==> src/rtl/iommu_ds_rd_arbiter.sv <==
`default_nettype none
// ============================================================================
// Module  : iommu_ds_rd_arbiter
// Brief   : Round-robin AR arbiter with ID-tagged R routing and a per-requester
//           limit on outstanding read bursts.
// Revision: 1.0 - initial release
// ============================================================================
module iommu_ds_rd_arbiter #(
    parameter int N_REQ      = 4,
    parameter int ADDR_WIDTH = 64,
    parameter int DATA_WIDTH = 64,
    parameter int ID_WIDTH   = 4,
    parameter int MAX_OUTST  = 2
) (
    input  logic                        clk_i,
    input  logic                        rst_i,
    input  logic [N_REQ-1:0]            req_valid_i,
    output logic [N_REQ-1:0]            req_ready_o,
    input  logic [N_REQ*ADDR_WIDTH-1:0] req_addr_i,
    input  logic [N_REQ*8-1:0]          req_len_i,
    output logic                        ar_valid_o,
    input  logic                        ar_ready_i,
    output logic [ADDR_WIDTH-1:0]       ar_addr_o,
    output logic [7:0]                  ar_len_o,
    output logic [ID_WIDTH-1:0]         ar_id_o,
    input  logic                        r_valid_i,
    output logic                        r_ready_o,
    input  logic [ID_WIDTH-1:0]         r_id_i,
    input  logic [DATA_WIDTH-1:0]       r_data_i,
    input  logic [1:0]                  r_resp_i,
    input  logic                        r_last_i,
    output logic [N_REQ-1:0]            rsp_valid_o,
    input  logic [N_REQ-1:0]            rsp_ready_i,
    output logic [DATA_WIDTH-1:0]       rsp_data_o,
    output logic                        rsp_err_o,
    output logic                        rsp_last_o,
    output logic                        bad_id_o
);

    localparam int IDX_W = (N_REQ > 1) ? $clog2(N_REQ) : 1;
    localparam int CNT_W = $clog2(MAX_OUTST + 1);

    localparam logic [0:0] c_idle  = 1'b0;
    localparam logic [0:0] c_grant = 1'b1;

    logic [0:0]            r_state;
    logic [0:0]            w_state_nxt;
    logic [IDX_W-1:0]      r_gnt;
    logic [IDX_W-1:0]      r_rr_ptr;
    logic [IDX_W-1:0]      w_pick;
    logic [IDX_W:0]        w_sum;
    logic                  w_found;
    logic [ADDR_WIDTH-1:0] r_addr;
    logic [7:0]            r_len;
    logic [CNT_W-1:0]      r_cnt [N_REQ];
    logic [N_REQ-1:0]      w_elig;
    logic [N_REQ-1:0]      w_inc;
    logic [N_REQ-1:0]      w_dec;
    logic                  w_ar_hs;
    logic                  w_r_hs;
    logic [ID_WIDTH:0]     w_rid_ext;
    logic                  w_rid_ok;
    logic [IDX_W-1:0]      w_rid_idx;
    logic                  r_bad_id;

    assign w_ar_hs   = (r_state == c_grant) && ar_ready_i;
    assign w_rid_ext = {1'b0, r_id_i};
    assign w_rid_ok  = (w_rid_ext < (ID_WIDTH + 1)'(N_REQ));
    assign w_rid_idx = r_id_i[IDX_W-1:0];
    assign w_r_hs    = r_valid_i && r_ready_o;

    // Search starts at the round-robin pointer and wraps at N_REQ.
    always_comb begin
        w_found = 1'b0;
        w_pick  = '0;
        w_sum   = '0;
        for (int k = 0; k < N_REQ; k++) begin
            w_sum = {1'b0, r_rr_ptr} + (IDX_W + 1)'(k);
            if (w_sum >= (IDX_W + 1)'(N_REQ)) begin
                w_sum = w_sum - (IDX_W + 1)'(N_REQ);
            end
            if (!w_found && w_elig[w_sum[IDX_W-1:0]]) begin
                w_found = 1'b1;
                w_pick  = w_sum[IDX_W-1:0];
            end
        end
    end

    always_ff @(posedge clk_i or posedge rst_i) begin
        if (rst_i) begin
            r_state <= c_idle;
        end else begin
            r_state <= w_state_nxt;
        end
    end

    always_comb begin
        w_state_nxt = r_state;
        case (r_state)
            c_idle:  if (w_found)    w_state_nxt = c_grant;
            c_grant: if (ar_ready_i) w_state_nxt = c_idle;
            default: w_state_nxt = c_idle;
        endcase
    end

    always_comb begin
        ar_valid_o  = (r_state == c_grant);
        req_ready_o = '0;
        if (w_ar_hs) begin
            req_ready_o[r_gnt] = 1'b1;
        end
        rsp_valid_o = '0;
        if (w_rid_ok) begin
            rsp_valid_o[w_rid_idx] = r_valid_i;
        end
        // Beats with an unknown ID are drained so the read channel never stalls.
        r_ready_o = w_rid_ok ? rsp_ready_i[w_rid_idx] : 1'b1;
    end

    // Burst fields are frozen at grant so AR stays stable while it waits.
    always_ff @(posedge clk_i or posedge rst_i) begin
        if (rst_i) begin
            r_gnt    <= '0;
            r_addr   <= '0;
            r_len    <= '0;
            r_rr_ptr <= '0;
        end else begin
            if ((r_state == c_idle) && w_found) begin
                r_gnt  <= w_pick;
                r_addr <= req_addr_i[w_pick*ADDR_WIDTH +: ADDR_WIDTH];
                r_len  <= req_len_i[w_pick*8 +: 8];
            end
            if (w_ar_hs) begin
                r_rr_ptr <= (r_gnt == IDX_W'(N_REQ - 1)) ? '0 : r_gnt + IDX_W'(1);
            end
        end
    end

    for (genvar i = 0; i < N_REQ; i++) begin : g_cnt
        assign w_elig[i] = req_valid_i[i] && (r_cnt[i] < CNT_W'(MAX_OUTST));
        assign w_inc[i]  = w_ar_hs && (r_gnt == IDX_W'(i));
        assign w_dec[i]  = w_r_hs && r_last_i && w_rid_ok &&
                           (w_rid_idx == IDX_W'(i)) && (r_cnt[i] != '0);

        always_ff @(posedge clk_i or posedge rst_i) begin
            if (rst_i) begin
                r_cnt[i] <= '0;
            end else if (w_inc[i] && !w_dec[i]) begin
                r_cnt[i] <= r_cnt[i] + CNT_W'(1);
            end else if (!w_inc[i] && w_dec[i]) begin
                r_cnt[i] <= r_cnt[i] - CNT_W'(1);
            end
        end
    end

    always_ff @(posedge clk_i or posedge rst_i) begin
        if (rst_i) begin
            r_bad_id <= 1'b0;
        end else if (r_valid_i && !w_rid_ok) begin
            r_bad_id <= 1'b1;
        end
    end

    assign ar_addr_o  = r_addr;
    assign ar_len_o   = r_len;
    assign ar_id_o    = ID_WIDTH'(r_gnt);
    assign rsp_data_o = r_data_i;
    assign rsp_last_o = r_last_i;
    assign rsp_err_o  = (r_resp_i != 2'b00);
    assign bad_id_o   = r_bad_id;

endmodule
`default_nettype wire

==> config.mk <==
export PLATFORM = sky130hd
export DESIGN_NAME = iommu_ds_rd_arbiter
export DESIGN_NICKNAME = d
export VERILOG_FILES = /design/src/rtl/iommu_ds_rd_arbiter.sv
export SDC_FILE = /design/constraint.sdc
export NUM_CORES = 1
export LEC_CHECK = 0
export ABC_CLOCK_PERIOD_IN_PS = 3300
export BUFFER_PORTS_ARGS = -buffer_cell sky130_fd_sc_hd__buf_2
export CAP_MARGIN = 40
export CORE_AREA = 5 5 199 201
export DETAILED_ROUTE_END_ITERATION = 10
export DIE_AREA = 0 0 204 206
export PLACE_DENSITY = 0.52
export REMOVE_ABC_BUFFERS = 1
export SETUP_SLACK_MARGIN = 0.2
export SLEW_MARGIN = 20
export SYNTH_ARGS = -nofsm -noshare
export SYNTH_HDL_FRONTEND = slang
export SYNTH_SLANG_ARGS = --single-unit
==> constraint.sdc <==
create_clock -name clk_i -period 3.3 [get_ports clk_i]
set_input_delay 0.825 -clock clk_i [delete_from_list [all_inputs] [get_ports clk_i]]
set_output_delay 0.825 -clock clk_i [all_outputs]
set_load 0.01 [all_outputs]
==> Word level (Yosys, flattened, before mapping) <==
Cells that the tools add are included.
{ "classes": {"add_sub_neg": 16, "n_lt_le_gt_ge": 17, "n_eq_ne": 6, "shift": 2, "mux": 41, "n_bitwise": 2, "n_reduce_logical": 58} }
{ "op_table": {"columns": ["cell", "n"], "rows": [
  ["$shiftx 256x9->64", 1],
  ["$logic_and 1x1->1", 35],
  ["$mux 2", 17],
  ["$shiftx 32x6->8", 1],
  ["$lt 2x3->1 const B", 6],
  ["$reduce_bool 2->1", 9],
  ["$sub 2x1->2 const B", 8],
  ["$mux 1", 14],
  ["$logic_not 1->1", 12],
  ["$add 2x1->2 const B", 5],
  ["$bmux 1 s2", 5],
  ["$ge 3x3->1 const B", 3],
  ["$eq 2x2->1 const B", 4],
  ["$lt 2x2->1 const B", 4],
  ["$mux 4", 2],
  ["$add 2x2->3 const B", 2],
  ["$and 4x4->4", 1],
  ["$demux 1 s2", 2],
  ["$eq 2x1->1 const B", 2],
  ["$ge 2x1->1 const B", 2],
  ["$logic_not 2->1", 2],
  ["$lt 4x3->1 const B", 1],
  ["$add 2x1->3 const B", 1],
  ["$ge 2x3->1 const B", 1],
  ["2 further kinds", 2]
]} }
{ "word_totals": {"ff_bits": 86, "input_bits": 371, "out_inout_bits": 153, "word_cells": 152} }

==> Logic depth before layout (Yosys ltp) <==
{ "logic_depth": {"word_depth": 16, "mapped_depth": 9, "mapped_depth_nobuf": 9} }

==> Worst setup path after synthesis <==
OpenSTA, ideal clock, no wires.
{ "synth_path": {"path_type": "input port to flip-flop", "from": "input port r_id_i[0]", "to": "register r_cnt[1] (netlist name)", "setup_time_ns": 0.125, "arrival_ns": 2.269, "required_ns": 3.175, "setup_slack_ns": 0.906, "cell_stages": 8, "path_buffers": 0, "cell_sequence": "mux4_2 > nand2b_1 > and2_1 > o211ai_1 > ha_1 > xor2_1 > nor2_1 > xor2_1"} }
{ "synth_via": {"elab_chain_cells": 11, "elab_cells_between_ends": 15, "classes_between": "order compare (1); eq/ne (1); mux (4); reduce/logical (9)"} }
{ "synth_rtl": {"columns": ["item", "line_no", "source"], "rows": [
  ["start, declared", "28", "input logic [ID_WIDTH-1:0] r_id_i,"],
  ["parallel branches: the longest is 2 deep, another holds $lt 4x3->1", null, null],
  ["$mux 1 (*)", "117", "r_ready_o = w_rid_ok ? rsp_ready_i[w_rid_idx] : 1'b1;"],
  ["net r_ready_o", "27", "output logic r_ready_o,"],
  ["$logic_and 1x1->1 (*)", "70", "assign w_r_hs = r_valid_i && r_ready_o;"],
  ["$logic_and 1x1->1 (*) (3 in series)", "142", "assign w_dec[i] = w_r_hs && r_last_i && w_rid_ok &&"],
  ["$logic_and 1x1->1 (*)", "143", "(w_rid_idx == IDX_W'(i)) && (r_cnt[i] != '0);"],
  ["$logic_not 1->1", "148", "end else if (w_inc[i] && !w_dec[i]) begin"],
  ["$logic_and 1x1->1", "148", null],
  ["$mux 2 or $reduce_bool 2->1 (tied branches)", null, null],
  ["end signal, assigned by index", "149", "r_cnt[i] <= r_cnt[i] + CNT_W'(1);"],
  ["end signal, assigned by index", "151", "r_cnt[i] <= r_cnt[i] - CNT_W'(1);"],
  ["end, declared", "55", "logic [CNT_W-1:0] r_cnt [N_REQ];"]
]} }
Mark *: on every way through the listed nets, which the timed path passes. The select of a mux whose other input is x is not followed.
A chain may end at the register's enable or synchronous reset.

==> Final worst setup path <==
{ "layout_path": {"from": "input port r_id_i[0]", "to": "output port r_ready_o"} }
{ "layout_via": {"elab_chain_cells": 3, "elab_cells_between_ends": 4, "classes_between": "order compare (1); mux (3)"} }
{ "layout_rtl": {"columns": ["item", "line_no"], "rows": [
  ["parallel branches: the longest is 2 deep, another holds $lt 4x3->1", null],
  ["$mux 1 (*)", "117"],
  ["end, declared", "27"]
]} }
Mark *: on every way between the ends. The select of a mux whose other input is x is not followed.

==> results <==
- In this run the deepest clock path goes through 2 buffers.
- The commonest register cell after synthesis is sky130_fd_sc_hd__dfrtp_1.
- Once the floorplan was initialized, standard cells occupied 15.8% of the core.
- The average via count per standard cell is 4.04.
- The clock transition at the registers of the reported paths is 60 ps.
- The number of antenna violations at the first check in global routing came to 0.
- The worst hold path terminates at ar_addr_o[51].
- The number of buffers added for setup after CTS is 0.
- The first global-routing pass estimated 37.7 mm of wire.
- The total count of max-transition violations in the final report is 0.
- The die is 206 um tall.
- The number of inserted filler cells in the final layout is 4,104.
- In the layout the commonest cells are sky130_fd_sc_hd__buf_2, sky130_fd_sc_hd__mux2i_1, sky130_fd_sc_hd__dfrtp_1.
- The number of sinks driven by the clock tree is 86.
- In the final layout, flip-flops and latches occupy 2150 um2.
- Counting flops with a built-in enable in the synthesized netlist gives 0.
- The top cell family by delay on the critical path is multiplexers.
- The quantity of I/O buffers inserted on ports is 393.
- The worst setup path is launched from an input pin.
- The post-route worst setup slack is 743 ps.
- The total wire length after detailed routing is 26.9 mm.
- The post-route fraction of the period consumed by the critical path is 77.5%.
- The achievable frequency is 391 MHz.
- For the finished layout, the period the worst path requires is 2560 ps.
- The worst voltage drop across the vdd grid is 0.427 mV.
- The pre-CTS worst setup slack is 576 ps.
- The clock tree skew after final layout is 10.5 ps.
- The worst register-to-register path ends at ar_addr_o[26].
- The floorplan die area is 42,000 um2.
- The I/O pin count is 524.
- The first detailed-routing pass ran for 4 iterations.
- The critical path goes through buf_2 -> mux4_2 -> nand2b_1 -> buf_2.
- The sequential element share of the synthesized area is 36.3%.
- The number of hold-slack violations in the final timing report was 0.
- Counting the buffers created by CTS gives 9.
- The via count of the first global-routing pass came to 5,933.
- The standard cell with the maximum stage delay on the critical path is sky130_fd_sc_hd__mux4_2.
- After the first detailed-routing iteration, the DRC count stood at 207.
- The average routed wire per standard cell is 19.3 um.
- Dividing the synthesized area by the synthesized cell count gives 10.6 um2.
- TritonCTS built the clock tree.
- Across the run, the number of max-cap violations was 0.
- The worst-case headroom to the max-slew limit is 61.8%.
- The critical path in this run is classified as in2out.
- Setup repair after global routing left no endpoint under its margin.
- The number of setup violations in the final report is 0.
- Across every metal layer, demand over resource in global routing totals 12.1%.
- Counting stages on the worst path, the most repeated cell is sky130_fd_sc_hd__buf_2.
- The area inside the core boundary is 37,400 um2.
- The chip width is 204 um.
- The final weighted congestion of routability-driven global placement is 0.824.
- The critical path arrival is 1730 ps.
- Yosys printed 0 warnings.
- The ratio of total power to cell area is 817 nW/um2.
- Along the worst path, the maximum fanout reaches 4.
- The remaining design rule violation count is 0.
- The run finished with clean final reports.
- Across all hold checks on the routed design, the worst slack comes to 481 ps.
- The fraction of synthesis flops using an asynchronous set or reset pin is 100%.
- Measured on the finished design, the core utilization comes to 22.0%.
- The area of combinational cells with multiple inputs is 2970 um2.
- Entering global routing, the biggest net connects 48 pins.
- The number of nets in the final layout is 1,254.
- In this run the core area contains 71 standard-cell rows.
- The estimated wirelength of the detail-placed design is 21.9 mm.
- The instance count of the mapped netlist is 561.
- Detailed routing inserted a total of 5,621 vias.
- The logic depth of the worst register-to-register path is 6.
- The worst hold path stage count is 2.
- The post-synthesis instance area is 5930 um2.
- The cell at the root of the clock tree is sky130_fd_sc_hd__clkbuf_16.
- The number of nets still failing antenna checks after routing is 0.
- The area growth from synthesis to layout is 38.9%.
- The startpoint identified for the worst register-to-register timing path is r_cnt[3].
- Synthesis instantiated 38 different standard cells from the library.
- In this design, the stage delay of the slowest critical-path cell is 480 ps.
- Across all register-to-register paths, the minimum setup slack is 1070 ps.
- For the pin with the worst max-slew slack, the measured transition is 573 ps.
- The critical path required time is 2470 ps.
- The antenna cell count is 0.
- Global routing finished with a remaining overflow of 0.
- The number of buffers inserted for hold repair after clock tree synthesis is 0.
- The sum of buffers and inverters on the critical path is 2.
- Leaving out fill and tap cells, the most frequent cell in the layout is sky130_fd_sc_hd__buf_2.
- The type of the most critical hold path is reg2reg.
- Of the cells placed in the final design, the portion with a size suffix greater than 1 is 49.5%.
- Post-CTS repair changed the size of 0 cells.
- The clock reaches the later pin of the worst-skew pair after 360 ps.
- The origin of the worst min-delay path is ar_addr_o[51].
- The flop and latch count out of synthesis is 86.
- In this run the static leakage power is 4.52 nW.
- STA classifies the critical path endpoint as a primary output.
- The clock tree synthesis step divided the H-tree into 3 levels.
[logic make-up (layout without fill, tap and decap cells)]
kind of cell	Yosys count	count (layout)	share of synthesized area, %
simple gates	113	113	8.85
flops	86	86	36.3
compound gates	86	86	12.5
buf+inv	109	427	13.9
xor+xnor	12	12	1.77
fa+ha+maj	8	8	1.69
other cells	1	2	0.0633
mux	146	146	24.9
[report_power, final]
part           switching, mW  total (mW)  internal, mW
clock                  0.465        1.20         0.737
combinational           1.97        3.62          1.65
sequential             0.324        1.90          1.58
total                   2.76        6.72          3.96
[metrics by stage]
stage	cells	TNS [ps]	instance area, um2	total power, mW
2_1_floorplan	456	-69530	5120	4.21
3_3_place_gp	1375	0	7900	5.56
3_5_place_dp	1375	0	7900	5.62
4_1_cts	1391	0	8230	6.88
5_1_grt	1391	0	8230	7.26
6_report	1391	0	8230	6.72
[area by class of cell]
type                       count  share of cell area (%)
timing repair buffer         408                    25.7
inverter                       3                   0.167
multi-input combinational    367                    36.1
clock inverter                 7                    1.37
tap                          511                    7.77
clock buffer                   9                    2.74
sequential                    86                    26.1
[tightest hold or removal path, stage by stage (launching register included)]
cell and delay, ps:
sky130_fd_sc_hd__dfrtp_1 340, sky130_fd_sc_hd__nand2_1 50, sky130_fd_sc_hd__o221ai_1 60
[synth_stat cells, types with 4 or more instances]
cell / number / area share [%]
sky130_fd_sc_hd__buf_4: 70 / 8.9
sky130_fd_sc_hd__clkbuf_4: 6 / 0.76
sky130_fd_sc_hd__dfrtp_1: 86 / 36
sky130_fd_sc_hd__o211ai_1: 4 / 0.51
sky130_fd_sc_hd__nor2_1: 6 / 0.38
sky130_fd_sc_hd__mux2i_1: 144 / 24
sky130_fd_sc_hd__buf_2: 11 / 0.93
sky130_fd_sc_hd__and3_1: 5 / 0.53
sky130_fd_sc_hd__xor2_1: 8 / 1.2
sky130_fd_sc_hd__nand2b_1: 7 / 0.74
sky130_fd_sc_hd__ha_1: 8 / 1.7
sky130_fd_sc_hd__and2_1: 4 / 0.42
sky130_fd_sc_hd__nand2_1: 80 / 5.1
sky130_fd_sc_hd__xnor2_1: 4 / 0.59
sky130_fd_sc_hd__clkbuf_1: 12 / 0.76
sky130_fd_sc_hd__buf_12: 7 / 2.4
sky130_fd_sc_hd__o221ai_1: 72 / 11
[layer usage]
layer	part of all wire, %	up-vias	track usage (%)	wire (um)
met5	0.96	-	4.52	257
met4	2.0	6	3.66	535
met3	18	28	10.2	4800
met2	40	389	16.6	10900
met1	39	2570	13.7	10400
li1	-	2628	-	-
[worst max-delay path by stage]
| stage | from | endpoint | slack [ps] | cells after the start |
|---|---|---|---|---|
| floorplan | req_valid_i[1] | ar_addr_o[0] | -960 | 5 |
| global route | r_id_i[3] | rsp_valid_o[0] | 660 | 5 |
| finish | r_id_i[0] | r_ready_o | 740 | 4 |
| detailed placement | req_valid_i[1] | ar_addr_o[26] | 580 | 7 |
| CTS | r_id_i[0] | r_ready_o | 740 | 4 |
| global placement | req_valid_i[1] | ar_addr_o[37] | 660 | 7 |
[state kept, by name (all words and copies together) (netlist names)]
| name | cells |
|---|---|
| ar_addr_o | 64 |
| bad_id_o | 1 |
| ar_valid_o | 1 |
| r_rr_ptr | 2 |
| ar_len_o | 8 |
| r_cnt | 8 |
| r_gnt | 2 |
Note: power is estimated with default switching activity, not from simulation.
